## config.mk

```make
export PLATFORM = sky130hd
export DESIGN_NAME = m68k_bus_master
export DESIGN_NICKNAME = d
export VERILOG_FILES = /design/src/rtl/m68k_bus_pkg.sv /design/src/rtl/m68k_bus_master_eclock.sv /design/src/rtl/m68k_bus_master.sv
export SDC_FILE = /design/constraint.sdc
export NUM_CORES = 1
export LEC_CHECK = 0
export BUFFER_PORTS_ARGS = -buffer_cell sky130_fd_sc_hd__clkbuf_2
export CAP_MARGIN = 20
export CELL_PAD_IN_SITES_DETAIL_PLACEMENT = 2
export CELL_PAD_IN_SITES_GLOBAL_PLACEMENT = 2
export CORE_MARGIN = 1
export CORE_UTILIZATION = 30
export DETAILED_ROUTE_END_ITERATION = 10
export GPL_TIMING_DRIVEN = 0
export PLACE_DENSITY_LB_ADDON = 0.1
export SYNTH_ARGS = -nofsm -noshare
export SYNTH_HDL_FRONTEND = slang
export SYNTH_HIERARCHICAL = 1
export SYNTH_SLANG_ARGS = --single-unit
```

## constraint.sdc

```tcl
create_clock -name clk -period 2.6 [get_ports clk]
set_input_delay 0.52 -clock clk [delete_from_list [all_inputs] [get_ports clk]]
set_output_delay 0.52 -clock clk [all_outputs]
set_load 0.05 [all_outputs]
```

## src/rtl/m68k_bus_pkg.sv

```systemverilog
// Shared constants for the 68000 bus master: FSM state codes,
// function codes and the legal E-clock parameter ranges.
package m68k_bus_pkg;

    // FSM states: S0..S7 follow the 68000 half-state names, GRANT
    // is the bus-arbitration hold-off.
    localparam logic [3:0] ST_S0    = 4'd0;
    localparam logic [3:0] ST_S1    = 4'd1;
    localparam logic [3:0] ST_S2    = 4'd2;
    localparam logic [3:0] ST_S3    = 4'd3;
    localparam logic [3:0] ST_S4    = 4'd4;
    localparam logic [3:0] ST_S5    = 4'd5;
    localparam logic [3:0] ST_S6    = 4'd6;
    localparam logic [3:0] ST_S7    = 4'd7;
    localparam logic [3:0] ST_GRANT = 4'd8;

    localparam logic [2:0] FC_IACK = 3'b111;

    // E-clock divider limits and counter width
    localparam int E_DIV_MIN  = 6;
    localparam int E_DIV_MAX  = 16;
    localparam int E_HIGH_MIN = 2;
    localparam int ECW        = 4;

    // S4 wait-state counter width
    localparam int WCW = 16;

endpackage

```

## src/rtl/m68k_bus_master_eclock.sv

```systemverilog
// 6800-style E clock and VMA generator for the 68000 bus master.
// Ports: clk/reset_n, phi1/phi2 enables, busy (cycle or grant in
// progress), vpa_n in; e, vma_n, count (E phase), vpa_low out.
module m68k_bus_master_eclock
    import m68k_bus_pkg::*;
#(
    parameter int E_DIV  = 10,
    parameter int E_HIGH = 4
) (
    input  logic           clk,
    input  logic           reset_n,
    input  logic           phi1,
    input  logic           phi2,
    input  logic           busy,
    input  logic           vpa_n,
    output logic           e,
    output logic           vma_n,
    output logic [ECW-1:0] count,
    output logic           vpa_low
);

    localparam logic [ECW-1:0] C_LAST = ECW'(E_DIV - 1);
    localparam logic [ECW-1:0] C_RISE = ECW'(E_DIV - E_HIGH - 1);
    localparam logic [ECW-1:0] C_HI   = ECW'(E_DIV - 2);
    localparam logic [ECW-1:0] C_VMA  = ECW'(E_DIV - E_HIGH - 3);

    logic           p2;
    logic [ECW-1:0] cnt_nxt;

    // phi1 wins when both enables are high
    assign p2      = phi2 & ~phi1;
    assign cnt_nxt = (count == C_LAST) ? '0 : count + 1'b1;

    always_ff @(posedge clk or negedge reset_n) begin
        if (!reset_n) begin
            count   <= '0;
            e       <= 1'b0;
            vma_n   <= 1'b1;
            vpa_low <= 1'b0;
        end else if (phi1) begin
            vpa_low <= ~vpa_n;
            if (count == '0)
                vma_n <= 1'b1;
        end else if (p2) begin
            count <= cnt_nxt;
            // E is high while the counter sits in [C_RISE, C_HI]
            e     <= (cnt_nxt >= C_RISE) && (cnt_nxt <= C_HI);
            if (busy && vpa_low && count == C_VMA)
                vma_n <= 1'b0;
        end
    end

endmodule

```

## src/rtl/m68k_bus_master.sv

```systemverilog
// 68000 asynchronous bus master: req/ack core side to AS/UDS/LDS/RW
// bus side, with BR/BG/BGACK arbitration, E/VMA and autovectors.
// Ports: core req/we/be/fc_in/a_in/wdata -> ack/err/rdata; bus
// addr/dout/din/fc/strobes/terminations; E, vma_n; br/bg/bgack, bus_oe.
module m68k_bus_master
    import m68k_bus_pkg::*;
#(
    parameter int         AW            = 24,
    parameter int         E_DIV         = 10,
    parameter int         E_HIGH        = 4,
    parameter int         DTACK_TIMEOUT = 0,
    parameter logic [7:0] AUTOVEC_BASE  = 8'h18
) (
    input  logic          clk,
    input  logic          reset_n,
    input  logic          phi1,
    input  logic          phi2,
    input  logic          req,
    input  logic          we,
    input  logic [1:0]    be,
    input  logic [2:0]    fc_in,
    input  logic [AW-1:0] a_in,
    input  logic [15:0]   wdata,
    output logic          ack,
    output logic          err,
    output logic [15:0]   rdata,
    output logic [AW-1:0] addr,
    output logic [15:0]   dout,
    input  logic [15:0]   din,
    output logic [2:0]    fc,
    output logic          as_n,
    output logic          uds_n,
    output logic          lds_n,
    output logic          rw_n,
    input  logic          dtack_n,
    input  logic          berr_n,
    input  logic          vpa_n,
    output logic          E,
    output logic          vma_n,
    input  logic          br_n,
    input  logic          bgack_n,
    output logic          bg_n,
    output logic          bus_oe
);

    if (E_DIV < E_DIV_MIN || E_DIV > E_DIV_MAX ||
        E_HIGH < E_HIGH_MIN || E_HIGH > E_DIV - 2) begin : g_bad_param
        $error("m68k_bus_master: E_DIV/E_HIGH out of range");
    end

    localparam logic [ECW-1:0] VMA_END = ECW'(E_DIV - 2);
    localparam logic [WCW-1:0] TO_LAST =
        (DTACK_TIMEOUT == 0) ? '0 : WCW'(DTACK_TIMEOUT - 1);

    logic [3:0]     state;
    logic [WCW-1:0] wcnt;
    logic           err_q;
    logic           we_q;
    logic [1:0]     be_q;
    logic           bgack_seen;
    logic           p2;
    logic [ECW-1:0] ecount;
    logic           vpa_low;
    logic           vma_done;
    logic           to_hit;
    logic [7:0]     vec;

    assign p2 = phi2 & ~phi1;

    assign vma_done = ~vma_n && (ecount == VMA_END);

    // A VPA-terminated cycle is legitimately long; the DTACK
    // watchdog only runs while no VPA response is pending.
    assign to_hit = (DTACK_TIMEOUT != 0) && ~vpa_low &&
                    (wcnt == TO_LAST);

    assign vec = AUTOVEC_BASE + {5'd0, addr[3:1]};

    m68k_bus_master_eclock #(
        .E_DIV  (E_DIV),
        .E_HIGH (E_HIGH)
    ) u_eclock (
        .clk     (clk),
        .reset_n (reset_n),
        .phi1    (phi1),
        .phi2    (phi2),
        .busy    (state != ST_S0),
        .vpa_n   (vpa_n),
        .e       (E),
        .vma_n   (vma_n),
        .count   (ecount),
        .vpa_low (vpa_low)
    );

    always_ff @(posedge clk or negedge reset_n) begin
        if (!reset_n) begin
            state      <= ST_S0;
            wcnt       <= '0;
            err_q      <= 1'b0;
            we_q       <= 1'b0;
            be_q       <= 2'b00;
            bgack_seen <= 1'b0;
            ack        <= 1'b0;
            err        <= 1'b0;
            rdata      <= '0;
            addr       <= '0;
            dout       <= '0;
            fc         <= '0;
            as_n       <= 1'b1;
            uds_n      <= 1'b1;
            lds_n      <= 1'b1;
            rw_n       <= 1'b1;
            bg_n       <= 1'b1;
            bus_oe     <= 1'b1;
        end else begin
            ack <= 1'b0;
            err <= 1'b0;
            if (phi1) begin
                case (state)
                    ST_S0: begin
                        if (!br_n) begin
                            state <= ST_GRANT;
                        end else if (req) begin
                            addr  <= a_in;
                            dout  <= wdata;
                            fc    <= fc_in;
                            we_q  <= we;
                            be_q  <= be;
                            state <= ST_S1;
                        end
                    end
                    ST_S1: begin
                        as_n  <= 1'b0;
                        rw_n  <= ~we_q;
                        wcnt  <= '0;
                        err_q <= 1'b0;
                        if (!we_q)
                            {uds_n, lds_n} <= ~be_q;
                        state <= ST_S2;
                    end
                    ST_S3: begin
                        // write strobes wait until data is on the bus
                        if (we_q)
                            {uds_n, lds_n} <= ~be_q;
                        state <= ST_S4;
                    end
                    ST_S5: state <= ST_S6;
                    ST_S7: begin
                        ack   <= 1'b1;
                        err   <= err_q;
                        rw_n  <= 1'b1;
                        state <= ST_S0;
                    end
                    ST_GRANT: begin
                        if (!bgack_n) begin
                            bgack_seen <= 1'b1;
                            bus_oe     <= 1'b0;
                        end else if (bgack_seen) begin
                            bgack_seen <= 1'b0;
                            bus_oe     <= 1'b1;
                            state      <= ST_S0;
                        end else if (br_n) begin
                            // requester withdrew before taking the bus
                            bg_n  <= 1'b1;
                            state <= ST_S0;
                        end
                    end
                    default: ;
                endcase
            end else if (p2) begin
                case (state)
                    ST_S2: state <= ST_S3;
                    ST_S4: begin
                        if (!berr_n) begin
                            err_q <= 1'b1;
                            state <= ST_S5;
                        end else if (!dtack_n || vma_done) begin
                            state <= ST_S5;
                        end else if (to_hit) begin
                            err_q <= 1'b1;
                            state <= ST_S5;
                        end else if (!vpa_low) begin
                            wcnt <= wcnt + 1'b1;
                        end
                    end
                    ST_S6: begin
                        if (fc == FC_IACK && !vpa_n)
                            rdata <= {vec, vec};
                        else
                            rdata <= din;
                        as_n  <= 1'b1;
                        uds_n <= 1'b1;
                        lds_n <= 1'b1;
                        state <= ST_S7;
                    end
                    ST_GRANT: bg_n <= bgack_seen;
                    default: ;
                endcase
            end
        end
    end

endmodule

```

==> results.yml <==
yosys:
  netlist_area_um2: 3654
  synth_warnings: 6
  synth_area_per_cell_um2: 12.18
  yosys.cell_types.count: 50
  netlist.area_leader.share_pct: 52.05
  netlist_top_cells_area: "dfrtp_1 (52%), mux2_2 (13%), dfstp_2 (5.0%)"
  synth.largest_area_cell: "dfrtp_1"
  ys_seq_elements: 83
  post_synth_inst_count: 300
  postSynthNetCount: 375
  synth_seq_area_share_pct: 57.09
clock_tree:
  number_of_cells_upsized_or_downsized_after_cts: 0
  cts_tree: "yes"
  clock_transition_at_the_register_clock_pins_on_the_worst_setup_and_hold_paths_after_cts_ps: 70
  root_buffer: "clkbuf_16"
  cts_buffer_depth: 2
  cts_num_sinks: 83
  postCtsSetupRepairBufs: 0
  clkLatencyLatePin_ps: 340
  postCtsHoldBufs: 0
  cts-buffers-inserted: 9
  ctsHtreeMaxLevel: 3
cells_and_area:
  top_library_cells_by_usage_in_the_layout_fill_and_taps_aside: "clkbuf_2 (139), dfrtp_1 (76), mux2_2 (43)"
  final_nets: 527
  flow.area_growth_from_synthesis_pct: 33.29
  antennaDiodeCount: 0
  layout_commonest_cell: "clkbuf_2"
  layout-drive-gt1-share_pct: 48.80
  fin_area_um2: 4870
global_route:
  grt_antenna_before_repair: 0
  overflow_left_after_global_routing: 0
  via_count_of_the_first_global_routing_pass: 3295
  grt_pass1_wl_um: 17180
  pin_count_of_the_biggest_net_entering_global_routing: 55
  grt_use_total_pct: 17.83
die:
  floorplan.die.width_um: 112.4
  top_level_ports: 141
  start_util_pct: 31.33
  dieArea_um2: 12620
  die_h_um: 112.4
  core_um2: 11660
  rows: 39
power_and_ir_drop:
  p_comb_share_pct: 48.0
  switching_share_pct: 48.70
  share_clk_of_total_power_pct: 19.5
  power.density_cell_area_nw_per_um2: 1401
  static-leakage-power_nw: 2.449
  power_frac_seq_pct: 32.5
  net_load_switching_power_w: 0.003323
  p_int_w: 0.003501
  max-vdd-ir-drop_v: 0.0005838
placed_design:
  place.port_buffers: 140
  place_hpwl_um: 7748
  placed_area_um2: 4563
  gpl.final_weighted_congestion: 0.7008
timing:
  clock_skew_ps: 4.556
  max_slew_margin_pct: 57.96
  report.final.hold_viol_count: 0
  final_tns_setup_ps: 0
  period_minus_slack_ps: 2239
  unrepaired_setup_endpoints_after_global_routing: "no"
  timing.final.setup_violations: 0
  final_number_of_max_transition_violations: 0
  period_share_pct: 86.13
  worst-slew-pin-transition_ps: 628.6
  max_freq_ghz: 0.4466
setup_path:
  crit_end_element: "flop"
  timing.critical_path.max_delay_family: "simple AND/OR/NAND/NOR gates"
  timing_worst_setup_path_type: "reg -> reg"
  worst_ep_arrival_time_ps: 2460
  critical_path_peak_fanout: 10
  crit_required_ps: 2820
  timing.critical_path.cells: "or4b_4 -> nor3_4 -> buf_6 -> mux2_2"
  critical_path.startpoint_type: "flop"
  path_buf_inv: 1
  delay_of_the_slowest_cell_on_the_worst_path_ps: 570
  timing.critical_path.slowest_stage_cell: "or4b_4"
detailed_routing:
  detail-route-antenna-nets: 0
  drt_pre_antenna_iters: 4
  routed-via-count: 2933
  routed_wire_length_per_instance_um: 17.31
  drc: 0
  routed_wl_um: 10380
  drt-initial-drc-count: 69
  vias_per_cell: 4.888
worst_hold_path:
  holdCritPathClass: "in -> async"
flow_run:
  max-cap-violations: 0
outcome:
  run_status: "finished, final reports clean"
## sequential cells by signal (all words and copies together), names as in the netlist, 2 cells and up
name and count:
addr 24, dout 16, rdata 16, state 4, u_eclock/count 4, fc 3, be_q 2
## cell type report
cell class                 count  area [um2]
fill                        1301        6793
sequential                    83        2086
multi-input combinational    188        1420
timing repair buffer         141       730.7
clock buffer                   9       225.2
tap                          143       178.9
buffer                        16       98.84
clock inverter                 7       81.33
inverter                      13       48.80
## power by group through the flow
stage / Combinational, W / Clock (W) / Sequential [W]
after detailed placement: 0.00331 / 0 / 0.00225
after global routing: 0.00348 / 0.00143 / 0.00231
after floorplan: 0.000903 / 0 / 0.00375
after CTS: 0.00332 / 0.00138 / 0.00223
final: 0.00328 / 0.00133 / 0.00222
after global placement: 0.00322 / 0 / 0.00221
## kinds of logic (layout without fill, tap and decap cells)
| group | count (synthesis) | count (layout) | synth area share, % |
|---|---|---|---|
| adder cells (fa/ha/maj) | 3 | 3 | 1.028 |
| AND/OR/NAND/NOR | 76 | 76 | 12.02 |
| buffers and inverters | 29 | 186 | 4.041 |
| AO/OA/AOI/OAI | 55 | 55 | 9.520 |
| flip-flops | 83 | 83 | 57.09 |
| multiplexers | 50 | 50 | 15.34 |
| XOR/XNOR | 4 | 4 | 0.9591 |
## metrics by stage
step                std cells  utilization (%)  setup WS (ps)  hold slack, ps  total power, W
global route              600            41.76          224.9           184.3        0.007218
CTS                       600            41.76          307.9           160.9        0.006937
global placement          583            38.87         -2.075           467.6        0.005428
finish                    600            41.76          360.6           156.0        0.006825
detailed placement        584            39.13          22.24           475.6        0.005555
floorplan                 300                -          565.8           224.4        0.004652
## worst register-to-register path, delay by kind of cell, from the launching register on
kind / cells / cell delay, ps
buffers and inverters: 1 / 250
multiplexers: 1 / 350
AND/OR/NAND/NOR: 2 / 1120
flip-flops: 1 / 410
## Yosys cell counts (all sizes together)
library cell	n
dfrtp	76
mux2i	2
and4b	2
nor4	1
a32o	1
ha	3
nor4bb	1
o32a	1
and3b	2
nor3	4
nor3b	1
nand3b	2
a21oi	20
a31oi	3
o31ai	3
nand2b	3
o22a	5
dfstp	7
buf	7
nor2	24
and2	5
a211oi	1
nor4b	3
nor2b	1
nand3	9
xor2	2
o21ai	12
clkbuf	9
o211ai	3
xnor2	2
nand4b	2
a31o	1
o22ai	1
or4b	1
or3b	1
a21o	3
o311ai	1
inv	13
mux2	48
nand2	14
## path summary, 6_finish.rpt
kind	start	to	slack, ps	depth (start not counted)
min in group clk	a_in[16]	addr[16]	400	2
min reg2reg	addr[16]	addr[16]	490	1
max in group asynchronous	reset_n	lds_n	1770	2
max	state[1]	addr[22]	360	4
max reg2reg	state[1]	addr[22]	360	4
min	reset_n	bgack_seen	160	1
## per-layer routing
layer  part of all wire (%)  vias to the layer above  global-route usage, %
met3                    8.8                       12                  7.559
li1                       -                     1358                      -
met2                     51                       88                  30.85
met1                     39                     1475                  20.08
met4                    1.3                        0                  5.067
met5                      0                        -                      0
Note: power is estimated with default switching activity, not from simulation.
